===== src/rtl/pipe_ctrl_pkg.sv =====
// Shared constants for the pipeline controller: stall encodings, FSM states
// and the architectural data width.
package pipe_ctrl_pkg;

  localparam int DATA_WIDTH = 32;

  // Stall vector bit order: 0 PC, 1 IF/ID, 2 ID/EX, 3 EX/MEM, 4 MEM/WB, 5 WB.
  // A stage that stalls also freezes every stage in front of it.
  localparam logic [5:0] STALL_MEM  = 6'b011111;
  localparam logic [5:0] STALL_EX   = 6'b001111;
  localparam logic [5:0] STALL_ID   = 6'b000111;
  localparam logic [5:0] STALL_IF   = 6'b000011;
  localparam logic [5:0] STALL_NONE = 6'b000000;

  typedef enum logic {
    ST_RUN  = 1'b0,
    ST_PEND = 1'b1
  } state_e;

  // Highest (deepest) requesting stage wins.
  function automatic logic [5:0] stall_encode(input logic req_mem,
                                              input logic req_ex,
                                              input logic req_id,
                                              input logic req_if);
    logic [5:0] enc;
    enc = STALL_NONE;
    if (req_mem)     enc = STALL_MEM;
    else if (req_ex) enc = STALL_EX;
    else if (req_id) enc = STALL_ID;
    else if (req_if) enc = STALL_IF;
    return enc;
  endfunction

endpackage


===== src/rtl/pipe_ctrl_sat_counter.sv =====
// Saturating up-counter with enable; sticks at all-ones.
module sat_counter #(
  parameter int CNT_WIDTH = 32
) (
  input  logic                 clk_i,
  input  logic                 rst_ni,
  input  logic                 en_i,
  output logic [CNT_WIDTH-1:0] count_o
);

  logic [CNT_WIDTH-1:0] count_q;
  logic [CNT_WIDTH-1:0] count_d;

  // Next count: increment when enabled unless already saturated.
  always_comb begin
    count_d = count_q;
    if (en_i && (count_q != {CNT_WIDTH{1'b1}})) begin
      count_d = count_q + {{(CNT_WIDTH-1){1'b0}}, 1'b1};
    end
  end

  // Count register.
  always_ff @(posedge clk_i or negedge rst_ni) begin
    if (!rst_ni) count_q <= '0;
    else         count_q <= count_d;
  end

  assign count_o = count_q;

endmodule


===== src/rtl/pipe_ctrl.sv =====
// Central pipeline controller: stall merging, redirect capture/replay while
// the PC is frozen, IF/ID and full-pipe flush, and PC-stall cycle counting.
module pipe_ctrl
  import pipe_ctrl_pkg::*;
#(
  parameter int CNT_WIDTH = 32
) (
  input  logic                  CLK,
  input  logic                  RST_N,
  input  logic                  stallreq_if,
  input  logic                  stallreq_id,
  input  logic                  stallreq_ex,
  input  logic                  stallreq_mem,
  input  logic                  branch_flag,
  input  logic [DATA_WIDTH-1:0] branch_target_address,
  input  logic                  exc_req,
  input  logic [DATA_WIDTH-1:0] exc_target,
  output logic [5:0]            stall,
  output logic                  pc_branch_flag,
  output logic [DATA_WIDTH-1:0] pc_branch_target,
  output logic                  flush_if,
  output logic                  flush_all,
  output logic [CNT_WIDTH-1:0]  stall_cycles
);

  state_e                state_q, state_d;
  logic [DATA_WIDTH-1:0] pend_addr_q, pend_addr_d;
  logic                  pend_exc_q, pend_exc_d;
  logic                  accept;
  logic [DATA_WIDTH-1:0] redir_addr;

  // Stall merge; an exception not blocked by MEM releases the pipe so the
  // trap can be taken immediately.
  always_comb begin
    stall = stall_encode(stallreq_mem, stallreq_ex, stallreq_id, stallreq_if);
    if (exc_req && !stallreq_mem) stall = STALL_NONE;
  end

  // Redirect acceptance, pending capture and replay to the PC.
  always_comb begin
    state_d          = state_q;
    pend_addr_d      = pend_addr_q;
    pend_exc_d       = pend_exc_q;
    accept           = 1'b0;
    redir_addr       = exc_req ? exc_target : branch_target_address;
    pc_branch_flag   = 1'b0;
    pc_branch_target = '0;
    flush_all        = 1'b0;
    case (state_q)
      ST_RUN: begin
        if (exc_req || branch_flag) begin
          accept = 1'b1;
          if (!stall[0]) begin
            pc_branch_flag   = 1'b1;
            pc_branch_target = redir_addr;
            flush_all        = exc_req;
          end else begin
            state_d     = ST_PEND;
            pend_addr_d = redir_addr;
            pend_exc_d  = exc_req;
          end
        end
      end
      ST_PEND: begin
        // branch_flag is wrong-path here and deliberately ignored.
        if (!stall[0]) begin
          pc_branch_flag = 1'b1;
          state_d        = ST_RUN;
          pend_exc_d     = 1'b0;
          if (exc_req) begin
            pc_branch_target = exc_target;
            flush_all        = 1'b1;
          end else begin
            pc_branch_target = pend_addr_q;
            flush_all        = pend_exc_q;
          end
        end else if (exc_req) begin
          pend_addr_d = exc_target;
          pend_exc_d  = 1'b1;
        end
      end
      default: state_d = ST_RUN;
    endcase
  end

  // Kill wrong-path fetches whenever IF/ID is free to load.
  always_comb begin
    flush_if = (accept || (state_q == ST_PEND) || pc_branch_flag) && !stall[1];
  end

  // FSM state and held redirect.
  always_ff @(posedge CLK or negedge RST_N) begin
    if (!RST_N) begin
      state_q     <= ST_RUN;
      pend_addr_q <= '0;
      pend_exc_q  <= 1'b0;
    end else begin
      state_q     <= state_d;
      pend_addr_q <= pend_addr_d;
      pend_exc_q  <= pend_exc_d;
    end
  end

  sat_counter #(
    .CNT_WIDTH(CNT_WIDTH)
  ) u_stall_cnt (
    .clk_i  (CLK),
    .rst_ni (RST_N),
    .en_i   (stall[0]),
    .count_o(stall_cycles)
  );

endmodule


===== config.mk =====
export PLATFORM = sky130hd
export DESIGN_NAME = pipe_ctrl
export DESIGN_NICKNAME = d
export VERILOG_FILES = /design/src/rtl/pipe_ctrl_pkg.sv /design/src/rtl/pipe_ctrl_sat_counter.sv /design/src/rtl/pipe_ctrl.sv
export SDC_FILE = /design/constraint.sdc
export NUM_CORES = 1
export LEC_CHECK = 0
export CAP_MARGIN = 0
export CORE_UTILIZATION = 47
export CTS_BUF_LIST = sky130_fd_sc_hd__clkbuf_8
export CTS_CLUSTER_SIZE = 12
export DETAILED_ROUTE_END_ITERATION = 10
export PLACE_DENSITY = 0.83
export SETUP_SLACK_MARGIN = 0.2
export SYNTH_ARGS = -nofsm -noshare
export SYNTH_HDL_FRONTEND = slang
export SYNTH_SLANG_ARGS = --single-unit

===== constraint.sdc =====
create_clock -name CLK -period 2.5 [get_ports CLK]
set_input_delay 0.5 -clock CLK [delete_from_list [all_inputs] [get_ports CLK]]
set_output_delay 0.5 -clock CLK [all_outputs]
set_load 0.005 [all_outputs]

Word-level counts from Yosys, hierarchy flattened
Cells that the tools add are included.
{ "classes": {"mux": 32, "eq_ne": 4, "add_sub_neg": 1, "bitwise_logic": 1, "reduce_logical": 10} }
{ "ops": {"columns": ["operator", "n"], "rows": [
  ["32-bit two-way mux", 8],
  ["32-bit one-hot mux with 2 select lines", 2],
  ["32-bit by 1-bit adder with 32-bit output, second input constant", 1],
  ["32-bit != test, second input constant", 1],
  ["1-bit two-way mux", 13],
  ["6-bit two-way mux", 2],
  ["1-bit one-hot mux with 2 select lines", 4],
  ["2-bit != test, second input constant", 3],
  ["4-bit two-way mux", 1],
  ["1-bit logical AND", 3],
  ["1-bit logical OR", 3],
  ["3-bit two-way mux", 1],
  ["3-bit AND reduction", 1],
  ["1-bit zero test", 2],
  ["2-bit two-way mux", 1],
  ["2-bit AND reduction", 1],
  ["1-bit NOT", 1]
]} }
{ "totals": {"out_inout_bits": 73, "elab_cells": 52, "register_bits": 66, "input_bits": 72} }

Depth between registers and ports, before layout
Gate-level depths: netlist (run 1).
{ "logic_depth": {"word_depth": 10, "mapped_depth": 8, "ltp_nobuf": 6} }

Hierarchy
Synthesis (run 1) repeated with hierarchy kept, for this count alone.
{ "hier_totals": {"cells_unflattened": 385, "area_unflattened_um2": 3963.8} }
{ "modules_own_cells": {"columns": ["mod", "instances", "seq_area_each_um2", "cells_per_inst", "area_per_inst_um2"], "rows": [
  ["pipe_ctrl", 1, 850.8, 234, 2339.7],
  ["sat_counter", 1, 800.8, 151, 1624.1]
]} }

Worst setup path before layout (run 1)
Ideal clock, no wire load.
{ "synth_timing": {"kind": "input to output", "startpoint": "in stallreq_mem", "endpoint": "out pc_branch_target[10]", "arrival_ns": 1.800, "n_path_buf": 2, "required_ns": 2.000, "cell_stages": 6, "path_slack_ns": 0.200, "cell_sequence": "buf_6 -> or4_4 -> o21ai_4 -> nand2_1 -> buf_2 -> nor2_1"} }
{ "synth_between": {"elab_chain_cells": 6, "word_cells_on_any_way": 8, "classes_between": "6 x mux; 2 x reduce/logical"} }
{ "synth_rtl": {"columns": ["element", "line_no", "source"], "rows": [
  ["from (decl)", "pipe_ctrl.sv:13", "input logic stallreq_mem,"],
  ["1-bit zero test", "pipe_ctrl.sv:36", "if (exc_req && !stallreq_mem) stall = STALL_NONE;"],
  ["1-bit logical AND", "pipe_ctrl.sv:36", null],
  ["6-bit two-way mux (*)", "pipe_ctrl.sv:36", null],
  ["32-bit two-way mux", "pipe_ctrl.sv:53", "if (!stall[0]) begin"],
  ["32-bit two-way mux", "pipe_ctrl.sv:51", "if (exc_req || branch_flag) begin"],
  ["32-bit one-hot mux with 2 select lines (*)", "pipe_ctrl.sv:49", "case (state_q)"],
  ["to (decl)", "pipe_ctrl.sv:20", "output logic [DATA_WIDTH-1:0] pc_branch_target,"]
]} }
Mark *: on every way between the ends. The rest lies on a longest branch, timed or not.

Worst setup path after layout (run 1)
{ "layout_timing": {"startpoint": "in stallreq_id", "endpoint": "out pc_branch_target[23]"} }
{ "layout_between": {"elab_chain_cells": 7, "word_cells_on_any_way": 8, "classes_between": "8 x mux"} }
{ "layout_rtl": {"columns": ["element", "line_no", "source"], "rows": [
  ["from (decl)", "pipe_ctrl.sv:11", "input logic stallreq_id,"],
  ["3-bit two-way mux (*)", "pipe_ctrl_pkg.sv:29", "else if (req_id) enc = STALL_ID;"],
  ["4-bit two-way mux (*)", "pipe_ctrl_pkg.sv:28", "else if (req_ex) enc = STALL_EX;"],
  ["6-bit two-way mux (*)", "pipe_ctrl_pkg.sv:27", "if (req_mem) enc = STALL_MEM;"],
  ["6-bit two-way mux (*)", "pipe_ctrl.sv:36", null],
  ["32-bit two-way mux", "pipe_ctrl.sv:53", null],
  ["32-bit two-way mux", "pipe_ctrl.sv:51", null],
  ["32-bit one-hot mux with 2 select lines (*)", "pipe_ctrl.sv:49", null]
]} }
Marks and branches as above.

==> results of run 1 <==
-- final timing paths --
check | to | startpoint | cells after the start | slack (ns)
setup / recovery | pc_branch_target[23] | stallreq_id | 8 | 0.10
hold / removal | pend_addr_q[20] | RST_N | 1 | 0.12
setup reg to reg | u_stall_cnt.count_o[30] | u_stall_cnt.count_o[14] | 6 | 0.46
hold reg to reg | pend_exc_q | pend_exc_q | 1 | 0.50
max in group asynchronous | pend_addr_q[26] | RST_N | 2 | 1.60
min in group CLK | pend_exc_q | pend_exc_q | 1 | 0.50
-- area by class of cell --
type | count | area, um2 | area share (%)
Tap cell | 105 | 131 | 2.09
Multi-Input combinational cell | 354 | 2440 | 38.9
Inverter | 5 | 23.8 | 0.379
Clock inverter | 5 | 55.1 | 0.877
Sequential cell | 66 | 1650 | 26.3
Timing Repair Buffer | 189 | 1830 | 29.2
Clock buffer | 10 | 138 | 2.19
-- power by group through the flow --
| stage | logic, mW | clock network (mW) | registers, mW |
|---|---|---|---|
| floorplan | 0.505 | 0 | 1.37 |
| global placement | 0.941 | 0 | 1.38 |
| finish | 1.11 | 0.910 | 1.38 |
| CTS | 1.03 | 0.915 | 1.38 |
| detailed placement | 0.965 | 0 | 1.40 |
| global route | 1.20 | 0.969 | 1.40 |
-- cells by family after synthesis --
kind of cell,Yosys count,share of synthesized area (%)
other,1,0.0916
buffers and inverters,44,5.14
XOR/XNOR,27,5.78
AO/OA/AOI/OAI,143,22.3
adder cells (fa/ha/maj),1,0.306
multiplexers,33,8.13
flip-flops,66,40.4
AND/OR/NAND/NOR,149,17.9
-- critical path: cells and delay by family --
kind                   cells  cell delay, ns
AO/OA/AOI/OAI              1            0.12
buffers and inverters      4            0.50
AND/OR/NAND/NOR            3            0.76
-- layout by cell type (no fill, tap or decap), types with 2 or more instances in the layout --
cell and count:
a21oi_1 31, clkinvlp_4 2, and3_1 11, mux2i_1 31, a22oi_1 62, buf_2 34
nor2_1 41, inv_2 2, clkbuf_8 10, and2_1 3, buf_12 7, nand3_1 16
nand2b_1 2, buf_6 12, and4_1 3, nor2_2 8, clkdlybuf4s50_1 101, nand2_1 13
inv_1 2, o21ai_1 4, clkinv_2 2, dfrtp_1 65, nor2_4 20, a21o_1 3
buf_8 2, nand4_1 18, a21oi_2 5, xnor2_1 26, o21ai_0 31, buf_4 27
nor3_1 4, buf_16 4
-- what timing repair did --
| item | CTS | global route |
|---|---|---|
| setup endpoints to repair | 38 | 35 |
| setup buffers | 9 | 5 |
| pin swaps | 27 | 6 |
| hold buffers | 0 | 0 |
| gates resized for setup | 192 | 46 |
| cloned | 4 | 1 |
-- layer usage --
layer | up-vias | global-route usage, % | routed length (um)
met5 | - | 0 | 0
met2 | 208 | 49.8 | 6730
met3 | 24 | 5.58 | 1100
li1 | 2028 | - | -
met4 | 0 | 9.60 | 299
met1 | 2166 | 35.8 | 5460
-- through the flow --
step / hold WS [ns] / instance area, um2 / setup WS [ns] / setup TNS [ns]
3_5_place_dp: 0.483 / 5700 / -0.535 / -17.95
2_1_floorplan: 0.204 / 4090 / 0.200 / 0
4_1_cts: 0.139 / 6050 / 0.136 / 0
5_1_grt: 0.182 / 6280 / 0.0705 / 0
3_3_place_gp: 0.481 / 5700 / -0.468 / -16.34
6_report: 0.124 / 6280 / 0.101 / 0
-- sequential cells by signal (all words and copies together), names as in the netlist --
signal	count
state_q	1
u_stall_cnt.count_o	32
pend_exc_q	1
pend_addr_q	32
==> qor.yml, run 1 <==
run_status:
  run_status: "completed"
setup_path:
  end_kind: "output pin"
  worstPathRequired_ns: 2.00
  crit_fanout: 5
  cp_cell_sequence: "buf_6 -> or4_4 -> o21ai_4 -> nand2_8 -> buf_12 -> buf_16 -> nor2_4 -> buf_2"
  cp_slowest_cell: "or4_4"
  arrival_ns: 1.90
  path_class: "in -> out"
  max_stage_delay_ns: 0.55
  worstSetupStartpointType: "input port"
pwr:
  comb_power_share_pct: 32.6
  p_leak_nw: 2.68
  p_sw_mw: 1.09
  p_clk_share_pct: 26.7
  p_seq_share_pct: 40.6
  swShare_pct: 32.1
  internal-power_mw: 2.31
  power_mw: 3.41
  power_density_nw_per_um2: 543
  ir_worst_vdd_mv: 0.607
timing:
  clock_skew_ns: 0.0153
  period_needed_ns: 2.40
  finalCritPeriodShare_pct: 96.0
  slew_violations: 0
  setup_viol_count_final: 0
  fmax_mhz: 417
  worstMarginPinSlew_ns: 0.552
  slew_headroom_pct: 63.2
  grt_setup_unrepaired: "true"
  hold_viol: 0
synthesis:
  yosys-top-cells-count: "nor2_1 (69), dfrtp_1 (66), a22oi_1 (62)"
  syn_inst: 464
  yosysWarnings: 0
  synth_fp_nets: 537
  ys_types: 44
  synth_seq_cells: 66
  async_flop_share_pct: 100
  seq_area_frac_synth_pct: 40.4
  ys_top_cells_by_area: "dfrtp_1 (40%), a22oi_1 (11%), mux2i_1 (7.6%)"
  syn_area_um2: 4090
  synth_flop_cell: "dfrtp_1"
  yosysTopAreaCellShare_pct: 40.4
  synth_edf_count: 0
  postSynthAreaPerCell_um2: 8.82
  synth_top_area_cell: "dfrtp_1"
  synth.most_common_cell: "nor2_1"
route:
  num_vias: 4426
  drtIter0Drc: 274
  wl_mm: 13.6
  dr.pass1.iters: 7
  drc: 0
  routedWlPerCell_um: 18.5
  postRouteAntennaNets: 0
  via_per_inst: 6.03
floorplan:
  coreArea_um2: 8340
  ios: 145
  die_width_um: 95.3
  die-area_um2: 9080
  start_util_pct: 49.1
  die_h_um: 95.3
  row_count: 33
worst_hold_path:
  hp-class: "in -> async"
global_routing:
  grt_pass1_vias: 4060
  antenna_found_initial: 0
  grtUsageTotal_pct: 28.8
  grt_max_degree: 67
  gr-total-overflow: 0
  grt_pass1_wl_mm: 20.0
placement:
  dpl.cell_count: 700
  io_buffers: 143
  gp_congestion: 0.864
  place_hpwl_mm: 8.38
clock_network:
  cts.clk_slew.worst_paths_ns: 0.08
  clock_latency_ns: 0.35
  clock_sinks: 66
  numCtsBuffers: 9
  cts_max_level: 3
  cts_max_path_buffers: 2
  cts-root-buf: "clkbuf_8"
  cts_tree: "built"
job:
  cap_violations: 0
layout:
  diodes: 0
  finalNetCount: 698
  n_fill_cell: 586
  drive_gt1_share_pct: 23.8
  area_delta_synth_final_pct: 53.3
  utilization_pct: 75.2
  final_cells: 734
Note: power is estimated with default switching activity, not from simulation.
==> run 2, diff against run 1 <==
- RECOVER_POWER: not set -> 50
==> run 2 against run 1 <==
Critical path depth decreased by 1. Final cell count is the same. Clock power fell by 0.5%. Worst hold slack better by 0.28 ns. Sequential cell count did not move. Register-to-register slack got worse by 0.28 ns. Largest power group unchanged. Clock skew is essentially flat. Sequential power about the same. Via count decreased by 0.23%.
==> qor.yml, run 2 (same netlist as run 1, synthesis figures left out) <==
run_status:
  run_status: "completed"
placement:
  io_buffers: 143  # unchanged
  gp_congestion: 0.864  # unchanged
  post-place-ws_ns: -0.535  # unchanged
  place_hpwl_mm: 8.38  # unchanged
timing:
  clock_skew_ns: 0.0152  # -0.0000395 ns
  hold_viol: 0  # unchanged
  worstMarginPinSlew_ns: 1.28  # +0.730 ns
  finalCritPeriodShare_pct: 96.6  # +0.67 points
  fin_ws_ns: 0.0843  # -0.0166 ns
  setup_viol_count_final: 0  # unchanged
  slew_headroom_pct: 14.5  # -49 points
  grt_setup_unrepaired: "true"
  fmax_mhz: 414  # -0.69%
  slew_violations: 0  # unchanged
  period_needed_ns: 2.42  # +0.0166 ns
floorplan:
  ios: 145  # unchanged
  start_util_pct: 49.1  # unchanged
  die-area_um2: 9080  # unchanged
  row_count: 33  # unchanged
  die_width_um: 95.3  # unchanged
  die_h_um: 95.3  # unchanged
  coreArea_um2: 8340  # unchanged
global_routing:
  gr-total-overflow: 0  # unchanged
  grt_max_degree: 67  # unchanged
  antenna_found_initial: 0  # unchanged
  grt_pass1_vias: 4060  # unchanged
  grt_pass1_wl_mm: 20.0  # unchanged
  grtUsageTotal_pct: 28.8  # unchanged
clock_network:
  clock_latency_ns: 0.34  # about the same
  cts.clk_slew.worst_paths_ns: 0.08  # about the same
  cts_max_path_buffers: 2  # unchanged
  cts-root-buf: "clkbuf_8"
  clock_sinks: 66  # unchanged
  numCtsBuffers: 9  # unchanged
  cts_max_level: 3  # unchanged
  cts_tree: "built"
layout:
  layout_common_cells: "clkdlybuf4s50_1 (75), dfrtp_1 (65), a22oi_1 (62), nor2_1 (42)"
  utilization_pct: 75.0  # -0.29 points
  n_fill_cell: 592  # +1.0%
  drive_gt1_share_pct: 23.1  # -0.79 points
  finalNetCount: 698  # unchanged
  area_delta_synth_final_pct: 52.8
  diodes: 0  # unchanged
  final_common_cell: "clkdlybuf4s50_1"
setup_path:
  worstPathRequired_ns: 2.00  # about the same
  end_kind: "output pin"
  crit_fanout: 5  # unchanged
  path_class: "in -> out"
  arrival_ns: 1.92  # +0.02 ns
  worstSetupStartpointType: "input port"
route:
  wl_mm: 13.6  # -0.25%
  drtIter0Drc: 244  # -11%
  routedWlPerCell_um: 18.5  # -0.25%
  postRouteAntennaNets: 0  # unchanged
  drc: 0  # unchanged
  via_per_inst: 6.02  # -0.23%
  num_vias: 4416  # -0.23%
  dr.pass1.iters: 6  # -1
pwr:
  power_density_nw_per_um2: 539  # -0.75%
  p_leak_nw: 2.73  # +1.8%
  ir_worst_vdd_mv: 0.574  # -5.4%
worst_hold_path:
  hp-class: "in -> async"
job:
  cap_violations: 0  # unchanged
## run 2: routing by layer
metal | vias up | track usage (%) | wire (um)
li1 | 2030 | - | -
met1 | 2166 | 35.8 | 5500
met2 | 199 | 49.8 | 6700
met3 | 21 | 5.58 | 1070
met4 | 0 | 9.60 | 286
met5 | - | 0 | 0
## run 2: area by class of cell
| cell class | count | area [um2] | share of cell area [%] |
|---|---|---|---|
| clock inverters | 5 | 55.1 | 0.881 |
| repair buffers | 189 | 1820 | 29.1 |
| well taps | 105 | 131 | 2.10 |
| inverters | 5 | 23.8 | 0.380 |
| multi-input cells | 354 | 2430 | 38.9 |
| flip-flops and latches | 66 | 1650 | 26.4 |
| clock buffers | 10 | 138 | 2.20 |
## run 2: repair_timing
item | 4_1_cts | 5_1_grt
cloned | 4 | 1
hold buffers | 0 | 0
resized for setup | 192 | 46
pin swaps | 27 | 6
endpoints found under the setup margin | 38 | 35
setup buffers | 9 | 5
## run 2: final timing paths
path | slack [ns] | end | from | cells after the start
max | 0.08 | pc_branch_target[0] | branch_flag | 7
min | 0.41 | pend_addr_q[20] | RST_N | 1
max reg2reg | 0.18 | pend_addr_q[30] | state_q | 7
min reg2reg | 0.49 | u_stall_cnt.count_o[17] | u_stall_cnt.count_o[17] | 1
max in group asynchronous | 0.77 | pend_addr_q[26] | RST_N | 2
min in group CLK | 0.49 | u_stall_cnt.count_o[17] | u_stall_cnt.count_o[17] | 1
## run 2: worst max-delay path: stages
cell             delay, ns
clkdlybuf4s50_1       0.41
or3_1                 0.41
nand2_8               0.16
buf_12                0.13
buf_16                0.13
nor2_2                0.04
buf_2                 0.13
## run 2: through the flow
step | std cells | TNS, ns | area, um2 | hold WS [ns] | power, mW
finish | 734 | 0 | 6250 | 0.408 | 3.37
CTS | 728 | 0 | 6050 | 0.139 | 3.32
global placement | 700 | -16.34 | 5700 | 0.481 | 2.32
floorplan | 464 | 0 | 4090 | 0.204 | 1.87
detailed placement | 700 | -17.95 | 5700 | 0.483 | 2.36
global route | 734 | 0 | 6250 | 0.505 | 3.54
## run 2: where the power goes
| group | total [mW] | internal [mW] | switching, mW |
|---|---|---|---|
| Sequential | 1.38 | 1.22 | 0.157 |
| Combinational | 1.08 | 0.582 | 0.501 |
| Clock | 0.905 | 0.479 | 0.426 |
==> run 3, diff against run 2 <==
- PLACE_DENSITY: 0.83 -> 0.9
==> run 3 against run 2 <==
Worst hold slack improved by 0.094 ns. The run now ends with max-capacitance violations, max-slew violations left. Register-to-register slack about the same. Worst setup slack better by 0.055 ns. Final cell count shrank 1.8%. Clock-buffer cell count unchanged. Die area stayed put. Power shrank 5.4%. Critical endpoint is now pc_branch_target[28]. Largest power group unchanged. Critical path type unchanged.
==> qor.yml, run 3 (same netlist as run 1, synthesis figures left out) <==
timing:
  finalCritPeriodShare_pct: 94.4  # -2.2 points
  fin_ws_ns: 0.139  # +0.0550 ns
  slew_headroom_pct: -8.25  # -23 points
  grt_setup_unrepaired: "true"
  slew_violations: 30  # +30
  setup_viol_count_final: 0  # unchanged
  clock_skew_ns: 0.00825  # -0.00698 ns
  hold_viol: 0  # unchanged
  fmax_mhz: 424  # +2.3%
  worstMarginPinSlew_ns: 1.62  # +0.342 ns
  period_needed_ns: 2.36  # -0.0550 ns
placement:
  post-place-ws_ns: -0.537  # -0.00254 ns
  io_buffers: 143  # unchanged
  gp_congestion: 0.868  # +0.49%
  place_hpwl_mm: 8.49  # +1.3%
  placed_area_um2: 5700  # unchanged
route:
  drc: 0  # unchanged
  wl_mm: 13.1  # -3.6%
  dr.pass1.iters: 6  # unchanged
  num_vias: 4400  # -0.36%
  routedWlPerCell_um: 18.1  # -1.8%
  via_per_inst: 6.10  # +1.4%
  drtIter0Drc: 288  # +18%
  postRouteAntennaNets: 0  # unchanged
global_routing:
  busiest_layer: "met2"
  grtUsageTotal_pct: 27.8  # -0.96 points
  grt_max_degree: 55  # -18%
  met2_usage_pct: 48.3  # -1.4 points
  gr-total-overflow: 0  # unchanged
  antenna_found_initial: 0  # unchanged
  use_met3_pct: 6.70  # +1.1 points
  grt_pass1_vias: 4054  # -0.15%
  grt_pass1_wl_mm: 19.5  # -2.8%
  met1_usage_pct: 33.8  # -2.0 points
layout:
  final_common_cell: "clkdlybuf4s50_1"
  n_fill_cell: 607  # +2.5%
  area_delta_synth_final_pct: 46.8
  diodes: 0  # unchanged
  design_area_um2: 6010  # -3.9%
  finalNetCount: 684  # -2.0%
  layout_common_cells: "clkdlybuf4s50_1 (78), dfrtp_1 (66), a22oi_1 (62), nor2_1 (47), a21oi_1 (35)"
  drive_gt1_share_pct: 18.7  # -4.4 points
clock_network:
  cts_max_path_buffers: 2  # unchanged
  numCtsBuffers: 9  # unchanged
  cts.clk_slew.worst_paths_ns: 0.06  # -0.02 ns
  hold_buffers: 0  # unchanged
  clock_latency_ns: 0.34  # about the same
  cts-root-buf: "clkbuf_8"
  cts_max_level: 3  # unchanged
  clock_sinks: 66  # unchanged
  cts_tree: "built"
floorplan:
  die_width_um: 95.3  # unchanged
  row_count: 33  # unchanged
  coreArea_um2: 8340  # unchanged
  ios: 145  # unchanged
  die-area_um2: 9080  # unchanged
  start_util_pct: 49.1  # unchanged
  die_h_um: 95.3  # unchanged
setup_path:
  max_stage_delay_ns: 0.55  # +0.14 ns
  worstSetupStartpointType: "input port"
  arrival_ns: 1.86  # -0.06 ns
  rr_worst_depth: 7  # unchanged
  r2r_slack_ns: 0.17  # about the same
  end_kind: "output pin"
  worstPathRequired_ns: 2.00  # about the same
  cp_slowest_cell: "or4_4"
  cp_cell_sequence: "buf_6 -> or4_4 -> o21ai_4 -> nand2_4 -> buf_6 -> buf_16 -> nor2_4 -> buf_2"
  path_class: "in -> out"
  crit_fanout: 5  # unchanged
  worst_path_most_repeated_cell: "buf_6"
pwr:
  ir_worst_vdd_mv: 0.504  # -12%
  power_density_nw_per_um2: 530  # -1.6%
  p_leak_nw: 2.63  # -3.7%
run_status:
  run_status: "finished with violations"
  violations: "max-capacitance violations, max-slew violations"
worst_hold_path:
  holdPathStages: 1
  hp-class: "reg -> reg"
job:
  cap_violations: 1  # +1
-- run 3: per-layer routing --
metal | part of all wire [%] | wire length (um)
met1 | 40 | 5220
met2 | 50 | 6550
met3 | 8.3 | 1090
met4 | 1.7 | 219
met5 | 0 | 0
-- run 3: final timing paths --
| path | to | startpoint |
|---|---|---|
| setup / recovery | pc_branch_target[28] | stallreq_ex |
| hold reg to reg | u_stall_cnt.count_o[23] | u_stall_cnt.count_o[23] |
| setup reg to reg | pend_addr_q[30] | state_q |
| max in group asynchronous | u_stall_cnt.count_o[18] | RST_N |
| hold / removal | u_stall_cnt.count_o[23] | u_stall_cnt.count_o[23] |
| min in group asynchronous | pend_addr_q[16] | RST_N |
-- run 3: report_power, final --
part           internal [mW]  switching, mW
combinational          0.554          0.474
sequential              1.22          0.163
clock                  0.371          0.400
total                   2.15           1.04
-- run 3: per-stage QoR --
step / hold slack, ns / total power [mW] / setup TNS (ns) / utilization [%] / cells
6_report: 0.502 / 3.19 / 0 / 72.0 / 721
4_1_cts: 0.218 / 3.19 / 0 / 71.9 / 719
2_1_floorplan: 0.204 / 1.87 / 0 / - / 464
3_5_place_dp: 0.495 / 2.38 / -18.57 / 68.4 / 695
5_1_grt: 0.523 / 3.36 / 0 / 72.0 / 721
3_3_place_gp: 0.486 / 2.32 / -16.58 / 68.4 / 695
-- run 3: area by class of cell --
class,instances,area [um2],share of cell area (%)
Clock inverter,6,26.3,0.437
Tap cell,105,131,2.19
Sequential cell,66,1650,27.5
Clock buffer,10,138,2.29
Timing Repair Buffer,175,1660,27.6
Inverter,5,23.8,0.396
Multi-Input combinational cell,354,2380,39.6
-- run 3: critical path, delay by kind of cell --
| family | cells | cell delay, ns |
|---|---|---|
| and+or+nand+nor | 3 | 0.75 |
| buffers and inverters | 4 | 0.50 |
| AOI/OAI and AO/OA | 1 | 0.11 |
-- run 3: what timing repair did --
item                                    4_1_cts  5_1_grt
resized for setup                           165       33
pin swaps                                    21        6
gates cloned                                  3        1
setup buffers                                 5        1
endpoints found under the setup margin       38       36
